`src/rtl/integer_alu_arbiter.sv`:
```
// Two-requester arbiter in front of a shared combinational integer ALU, with one registered
// response slot per requester. Define INTEGER_ALU_ARBITER_FIXED_PRIO_EN for fixed priority (req0 wins).

module integer_alu_arbiter_slot #(
   parameter int DATA_WIDTH = 32
) (
   input  logic                  clk,
   input  logic                  rst_n,
   input  logic                  acc,
   input  logic                  rsp_ready,
   input  logic [DATA_WIDTH-1:0] alu_out,
   input  logic                  alu_carry,
   output logic                  rsp_valid,
   output logic [DATA_WIDTH-1:0] rsp_data,
   output logic                  rsp_carry
);
   // Acceptance wins over drain so a slot emptied this cycle is refilled without a bubble.
   always_ff @(posedge clk or negedge rst_n) begin
      if (!rst_n) begin
         rsp_valid <= 1'b0;
         rsp_data  <= '0;
         rsp_carry <= 1'b0;
      end else if (acc) begin
         rsp_valid <= 1'b1;
         rsp_data  <= alu_out;
         rsp_carry <= alu_carry;
      end else if (rsp_ready) begin
         rsp_valid <= 1'b0;
      end
   end
endmodule

module integer_alu_arbiter #(
   parameter int DATA_WIDTH = 32
) (
   input  logic                  clk,
   input  logic                  rst_n,
   input  logic                  req0_valid,
   output logic                  req0_ready,
   input  logic [5:0]            req0_op,
   input  logic [DATA_WIDTH-1:0] req0_a,
   input  logic [DATA_WIDTH-1:0] req0_b,
   input  logic                  req1_valid,
   output logic                  req1_ready,
   input  logic [5:0]            req1_op,
   input  logic [DATA_WIDTH-1:0] req1_a,
   input  logic [DATA_WIDTH-1:0] req1_b,
   output logic                  rsp0_valid,
   input  logic                  rsp0_ready,
   output logic [DATA_WIDTH-1:0] rsp0_data,
   output logic                  rsp0_carry,
   output logic                  rsp1_valid,
   input  logic                  rsp1_ready,
   output logic [DATA_WIDTH-1:0] rsp1_data,
   output logic                  rsp1_carry,
   output logic                  alu_e,
   output logic [5:0]            alu_op,
   output logic [DATA_WIDTH-1:0] alu_a,
   output logic [DATA_WIDTH-1:0] alu_b,
   input  logic [DATA_WIDTH-1:0] alu_out,
   input  logic                  alu_carry
);
   localparam int NUM_REQ = 2;

   typedef struct packed {
      logic [5:0]            op;
      logic [DATA_WIDTH-1:0] a;
      logic [DATA_WIDTH-1:0] b;
   } req_t;

   req_t [NUM_REQ-1:0]                  req;
   logic [NUM_REQ-1:0]                  req_vld;
   logic [NUM_REQ-1:0]                  rsp_rdy;
   logic [NUM_REQ-1:0]                  rsp_vld;
   logic [NUM_REQ-1:0][DATA_WIDTH-1:0]  rsp_dat;
   logic [NUM_REQ-1:0]                  rsp_cy;
   logic [NUM_REQ-1:0]                  elig;
   logic [NUM_REQ-1:0]                  grant;

   assign req[0]  = '{op: req0_op, a: req0_a, b: req0_b};
   assign req[1]  = '{op: req1_op, a: req1_a, b: req1_b};
   assign req_vld = {req1_valid, req0_valid};
   assign rsp_rdy = {rsp1_ready, rsp0_ready};
   assign elig    = req_vld & (~rsp_vld | rsp_rdy);

`ifdef INTEGER_ALU_ARBITER_FIXED_PRIO_EN
   localparam logic prio = 1'b0;
`else
   logic prio;

   // Point at the requester that lost (or sat out) the last accepted cycle.
   always_ff @(posedge clk or negedge rst_n) begin
      if (!rst_n)      prio <= 1'b0;
      else if (|grant) prio <= grant[0];
   end
`endif

   // rst_n gates the grant so nothing handshakes while the slots are held in reset.
   always_comb begin
      grant = '0;
      if (rst_n) begin
         if (&elig) grant[prio] = 1'b1;
         else       grant       = elig;
      end
   end

   assign req0_ready = grant[0];
   assign req1_ready = grant[1];

   always_comb begin
      alu_e  = 1'b0;
      alu_op = '0;
      alu_a  = '0;
      alu_b  = '0;
      for (int i = 0; i < NUM_REQ; i++) begin
         if (grant[i]) begin
            alu_e  = 1'b1;
            alu_op = req[i].op;
            alu_a  = req[i].a;
            alu_b  = req[i].b;
         end
      end
   end

   for (genvar g = 0; g < NUM_REQ; g++) begin : g_slot
      integer_alu_arbiter_slot #(.DATA_WIDTH(DATA_WIDTH)) u_slot (
         .clk       (clk),
         .rst_n     (rst_n),
         .acc       (grant[g]),
         .rsp_ready (rsp_rdy[g]),
         .alu_out   (alu_out),
         .alu_carry (alu_carry),
         .rsp_valid (rsp_vld[g]),
         .rsp_data  (rsp_dat[g]),
         .rsp_carry (rsp_cy[g])
      );
   end

   assign rsp0_valid = rsp_vld[0];
   assign rsp0_data  = rsp_dat[0];
   assign rsp0_carry = rsp_cy[0];
   assign rsp1_valid = rsp_vld[1];
   assign rsp1_data  = rsp_dat[1];
   assign rsp1_carry = rsp_cy[1];
endmodule

```
`config.mk`:
```
export PLATFORM = sky130hd
export DESIGN_NAME = integer_alu_arbiter
export DESIGN_NICKNAME = d
export VERILOG_FILES = /design/src/rtl/integer_alu_arbiter.sv
export SDC_FILE = /design/constraint.sdc
export NUM_CORES = 1
export LEC_CHECK = 0
export ABC_AREA = 1
export BUFFER_PORTS_ARGS = -buffer_cell sky130_fd_sc_hd__buf_4
export CAP_MARGIN = 5
export CELL_PAD_IN_SITES_DETAIL_PLACEMENT = 2
export CELL_PAD_IN_SITES_GLOBAL_PLACEMENT = 2
export CORE_AREA = 8 8 154 156
export DETAILED_ROUTE_END_ITERATION = 12
export DIE_AREA = 0 0 162 164
export GPL_TIMING_DRIVEN = 0
export PLACE_DENSITY = 0.92
export SETUP_SLACK_MARGIN = 0.2
export SYNTH_ARGS = -nofsm -noshare
export SYNTH_HDL_FRONTEND = slang
export SYNTH_SLANG_ARGS = --single-unit
```
`constraint.sdc`:
```
create_clock -name clk -period 1.4 [get_ports clk]
set_input_delay 0 -clock clk [delete_from_list [all_inputs] [get_ports clk]]
set_output_delay 0 -clock clk [all_outputs]
set_load 0.01 [all_outputs]
```
After elaboration in Yosys (flattened, before gate mapping)
Index checks and enable logic that the tools add are counted.
W data, S select, Z words.
- bits in registers: 69
- output and inout port bits: 141
- order comparisons: 2
- muxes and demuxes: 16
- bitwise gates (word level): 3
- reductions and logical operators: 5
- operators with widths (kind ; count):
    $mux W32 ; 4
    $mux W6 ; 2
    $mux W1 ; 7
    $mux W2 ; 2
    $reduce_bool A2 Y1 ; 2
    $and A2 B2 Y2 ; 1
    $lt A1 B2 Y1 const B ; 1
    $not A2 Y2 ; 1
    $or A2 B2 Y2 ; 1
    $reduce_and A2 Y1 ; 1
    $reduce_or A2 Y1 ; 1
    $demux W1 S1 ; 1
    $ge A1 B1 Y1 const B ; 1
    $logic_and A1 B1 Y1 ; 1

Longest topological paths before layout
- word-level depth: 8
- gate-level depth with buffers: 8

Cells and area by module
A second synthesis with hierarchy kept.
- cells, all modules: 546
- area total of the unflattened synthesis: 3901.2 um^2
- modules (own cells, without submodules) (module ; times used ; cells each ; area an instance (um^2) ; sequential area each (um^2)):
    integer_alu_arbiter_slot ; 2 ; 144 ; 1342.5 ; 850.8
    integer_alu_arbiter ; 1 ; 258 ; 1216.2 ; 25.0

Worst setup path after synthesis
OpenSTA, ideal clock, no wires.
- path type: reg-to-reg
- from: register g_slot[0].u_slot.rsp_valid
- to: register g_slot[0].u_slot.rsp_carry
- setup time: 0.117 ns
- arrival: 1.085 ns
- required time: 1.283 ns
- setup slack: 0.198 ns
- stages on the path, launching flop included: 8
- period minus slack after synthesis: 1.202 ns
- cells stage by stage: dfrtp_1 -> nand2_2 -> nand2_1 -> nor2_4 -> nand2_2 -> buf_6 -> nand2_1 -> nand2_1
- word-level cells in the longest chain between the ends: 6
- ends and longest elaborated chain (element ; RTL line ; RTL):
    start: declaration ; 13 ; output logic rsp_valid,
    start signal: assignment ; 20 ; rsp_valid <= 1'b0;
    start signal: assignment ; 24 ; rsp_valid <= 1'b1;
    start signal: assignment ; 28 ; rsp_valid <= 1'b0;
    $not A2 Y2 * ; 84 ; assign elig = req_vld & (~rsp_vld | rsp_rdy);
    $or A2 B2 Y2 * ; 84 ;
    $and A2 B2 Y2 * ; 84 ;
    $reduce_and A2 Y1 ; 102 ; if (&elig) grant[prio] = 1'b1;
    $mux W2 * ; 102 ;
    $mux W2 * ; 101 ; if (rst_n) begin
    end signal: assignment ; 26 ; rsp_carry <= alu_carry;
    end: declaration ; 15 ; output logic rsp_carry
Every way passes the cells marked *; elsewhere a longest branch is shown, timed or not.
A chain may end at the register's enable or synchronous reset.

Worst setup path in the final report
- from: register g_slot[1].u_slot.rsp_valid
- to: output port alu_a[4]
- word-level cells in the longest chain between the ends: 8
- ends and longest elaborated chain (element ; RTL line ; RTL):
    start: declaration ; 13 ;
    start signal: assignment ; 20 ;
    start signal: assignment ; 24 ;
    start signal: assignment ; 28 ;
    $not A2 Y2 * ; 84 ;
    $or A2 B2 Y2 * ; 84 ;
    $and A2 B2 Y2 * ; 84 ;
    $reduce_and A2 Y1 ; 102 ;
    $mux W2 * ; 102 ;
    $mux W2 * ; 101 ;
    $mux W32 ; 116 ; if (grant[i]) begin
    $mux W32 * ; 116 ;
    end: declaration ; 58 ; output logic [DATA_WIDTH-1:0] alu_a,
Marked as above.

==> flow_metrics.tcl <==
set metrics [dict create \
    synth.largest_area_cell "sky130_fd_sc_hd__dfrtp_1" \
    worst_setup_path_start_kind "register" \
    critical_path_required_ns 1.40 \
    synth_top_family_by_area "simple AND/OR/NAND/NOR gates" \
    synth_seq_cells 69 \
    timing_max_transition_violations_final 0 \
    design.portCount 320 \
    post_drt_via_cell_ratio 4.78 \
    tns_ns -39.89 \
    dp_hpwl_mm 19.9 \
    max_freq_ghz 0.535 \
    worst_slew_margin_rel_pct 48.1 \
    post_layout_minimum_cycle_time_ns 1.87 \
    grt_setup_unrepaired "true" \
    regToRegSetupSlack_ns -0.27 \
    maximum_number_of_pins_on_one_net_before_global_route_repair 71 \
    holdBufCountCts 33 \
    crit_arrival_ns 1.87 \
    post_synthesis_instance_total 547 \
    number_of_hold_violations_in_the_final_report 69 \
    critPathMaxFanout 5 \
    synth_xor_xnor_area_share_pct 0 \
    crit_type "reg2out" \
    layout.cells.non_filler 1235 \
    design.die.area_sq_mm 0.0266 \
    cts-buffers-inserted 9 \
    rr_startpoint "g_slot[1].u_slot.rsp_valid$_DFFE_PN0P_" \
    placed_cell_area_sq_mm 0.00672 \
    global_route_usage_sum_pct 20.2 \
    first_global_vias 6418 \
    io_buffers 319 \
    globalplace.congestion 0.782 \
    clk-insertion-delay-late_ns 0.34 \
    hold_slack_ns -0.324 \
    postSynthNetCount 726 \
    vdd_drop_max_mv 0.770 \
    detail_route.first_pass.iterations 4 \
    synth_area_leaders "sky130_fd_sc_hd__dfrtp_1, sky130_fd_sc_hd__nand3_1, sky130_fd_sc_hd__nand2_1" \
    violations "negative hold slack, negative setup slack" \
    dieHeight_um 164 \
    global_route_wire_length_before_repair_mm 40.9 \
    avgSynthCellArea_sq_um 7.25 \
    area_of_the_multi_input_gates_sq_mm 0.00283 \
    global_route.overflow_total 0 \
    fillers 2273 \
    clock_sink_count 69 \
    synthSimpleGateAreaFrac_pct 47.3 \
    totalPowerFinal_mw 9.63 \
    report.final.setup_viol 142 \
    post_drt_wl_per_cell_um 26.0 \
    max_cap_viol 0 \
    period_share_pct 134 \
    core_region_area_sq_mm 0.0214 \
    part_of_the_yosys_area_used_for_sequential_elements_pct 43.5 \
    antenna_violating_nets_post_route 0 \
    initial_utilization_pct 18.6 \
    area.growth.synth_to_final_pct 137 \
    synth.cell_area_sq_mm 0.00397 \
    detail_route.drc_violations 0 \
    ys.warnings.count 0 \
    leakage_power_of_the_design_nw 4.71 \
    synthDominantCellAreaShare_pct 43.5 \
    dp.cells 1146 \
    vias 5904 \
    synth.area.mux_share_pct 0 \
    clock_tree.htree_level_count 3 \
    clk_path_buf_depth 2 \
    seq_area_sq_mm 0.00173 \
    synth-compound-area-share_pct 0.126 \
    cts_tree "built" \
    final_area_sq_mm 0.00941 \
    run_status "complete, but fails checks" \
    finalClockSkew_ns 0.00982 \
    crit-reg2reg-capture "g_slot[0].u_slot.rsp_data[0]$_DFFE_PN0P_" \
    core.rowCount 54 \
    die_width_um 162 \
    dr.first_iter.drc_count 204 \
    setup_slack_ns -0.471 \
    timing.reg2reg.worst_path_depth 5 \
    tightest_slew_ns 0.779 \
    hold_path_class "in2async" \
    number_of_antenna_violations_at_the_first_check_in_global_routing 6 \
    power_per_cell_area_mw_per_mm2 1020 \
    clkSlewWorstSetupHoldPaths_ns 0.06 \
    finalNetCount 1128 \
    endpoint_kind "output port" \
    adder_cell_area_share_of_the_yosys_netlist_pct 0 \
    wl_mm 32.2 \
    yosysUniqueCellTypes 12 \
    final_core_utilization_pct 44.1 \
    cts_root_buffer "sky130_fd_sc_hd__clkbuf_16" \
    post_route_cells_drive_above_1_share_pct 64.3 \
]
[where the power goes]
group	switching, mW	total (mW)	internal (mW)
logic	2.28	4.42	2.14
clock network	0.907	2.37	1.46
registers	0.401	2.85	2.45
total	3.59	9.63	6.05
[cell type report]
| type | count | area share, % |
|---|---|---|
| diodes | 2 | 0.0532 |
| plain buffers | 50 | 5.88 |
| clock buffers | 11 | 2.69 |
| clock inverters | 4 | 0.505 |
| inverters | 6 | 0.266 |
| multi-input cells | 422 | 30.1 |
| flip-flops and latches | 69 | 18.3 |
| well taps | 280 | 3.72 |
| repair buffers | 391 | 38.5 |
[sequential cells by signal (all words and copies together) (netlist names)]
signal and flops:
g_slot.u_slot.rsp_carry 2, g_slot.u_slot.rsp_data 64, g_slot.u_slot.rsp_valid 2, prio 1
[layout by cell type, fill, tap and decap left out, types with 2 or more instances in the layout]
cell,n
sky130_fd_sc_hd__nand3_4,22
sky130_fd_sc_hd__buf_2,5
sky130_fd_sc_hd__nand2_2,87
sky130_fd_sc_hd__dlygate4sd3_1,33
sky130_fd_sc_hd__buf_8,15
sky130_fd_sc_hd__clkbuf_16,20
sky130_fd_sc_hd__nand3_2,61
sky130_fd_sc_hd__buf_16,4
sky130_fd_sc_hd__nand2_4,20
sky130_fd_sc_hd__nand2_1,103
sky130_fd_sc_hd__nand3_1,125
sky130_fd_sc_hd__buf_12,7
sky130_fd_sc_hd__dfrtp_1,69
sky130_fd_sc_hd__buf_6,90
sky130_fd_sc_hd__clkinv_2,2
sky130_fd_sc_hd__nor2_4,2
sky130_fd_sc_hd__clkbuf_8,3
sky130_fd_sc_hd__clkbuf_1,4
sky130_fd_sc_hd__diode_2,2
sky130_fd_sc_hd__buf_4,268
sky130_fd_sc_hd__inv_1,5
[per-layer routing]
layer | share of wire, % | global-route usage, %
met4 | 3.3 | 6.99
met3 | 8.6 | 7.32
met1 | 36 | 21.8
met5 | 0.12 | 0
met2 | 52 | 35.9
[metrics by stage]
step / hold WS, ns / worst slack, ns
3_5_place_dp: 0.213 / -0.803
5_1_grt: -0.285 / -0.529
3_3_place_gp: 0.204 / -0.769
2_1_floorplan: -0.296 / 0.208
4_1_cts: -0.291 / -0.417
6_report: -0.324 / -0.471
[timing repair]
action,CTS,global route
pin swaps,10,91
gates resized for setup,104,285
endpoints found under the setup margin,142,142
cloned,3,11
buffers inserted,16,9
hold endpoints to repair,136,69
[cell families (layout without fill, tap and decap cells)]
family                 count (synthesis)  count (layout)
AO/OA/AOI/OAI                          1               1
buffers and inverters                 56             462
AND/OR/NAND/NOR                      421             421
other                                  0               2
flip-flops                            69              69
[worst max path at each step]
stage,cells past startpoint,end,start,slack [ns]
2_1_floorplan,7,g_slot[1].u_slot.rsp_data[10]$_DFFE_PN0P_,g_slot[1].u_slot.rsp_valid$_DFFE_PN0P_,0.21
3_3_place_gp,8,alu_op[1],rst_n,-0.77
5_1_grt,9,alu_a[4],g_slot[1].u_slot.rsp_valid$_DFFE_PN0P_,-0.53
3_5_place_dp,8,alu_op[1],rst_n,-0.80
4_1_cts,9,alu_b[12],g_slot[1].u_slot.rsp_valid$_DFFE_PN0P_,-0.42
6_report,9,alu_a[4],g_slot[1].u_slot.rsp_valid$_DFFE_PN0P_,-0.47
[synth_stat cells, drive strengths merged]
cell type  count
buf           44
nor2           2
clkbuf         6
nand3        208
inv            6
dfrtp         69
o21ai          1
nand2        211
[worst max-delay path: stages, from the launching register on]
cell	delay, ns
sky130_fd_sc_hd__dfrtp_1	0.40
sky130_fd_sc_hd__nand2_2	0.13
sky130_fd_sc_hd__nand2_2	0.09
sky130_fd_sc_hd__nor2_4	0.14
sky130_fd_sc_hd__buf_12	0.16
sky130_fd_sc_hd__clkbuf_16	0.16
sky130_fd_sc_hd__clkbuf_16	0.14
sky130_fd_sc_hd__nand3_1	0.09
sky130_fd_sc_hd__nand2_1	0.10
sky130_fd_sc_hd__buf_4	0.12
(Power assumes the default switching activity.)
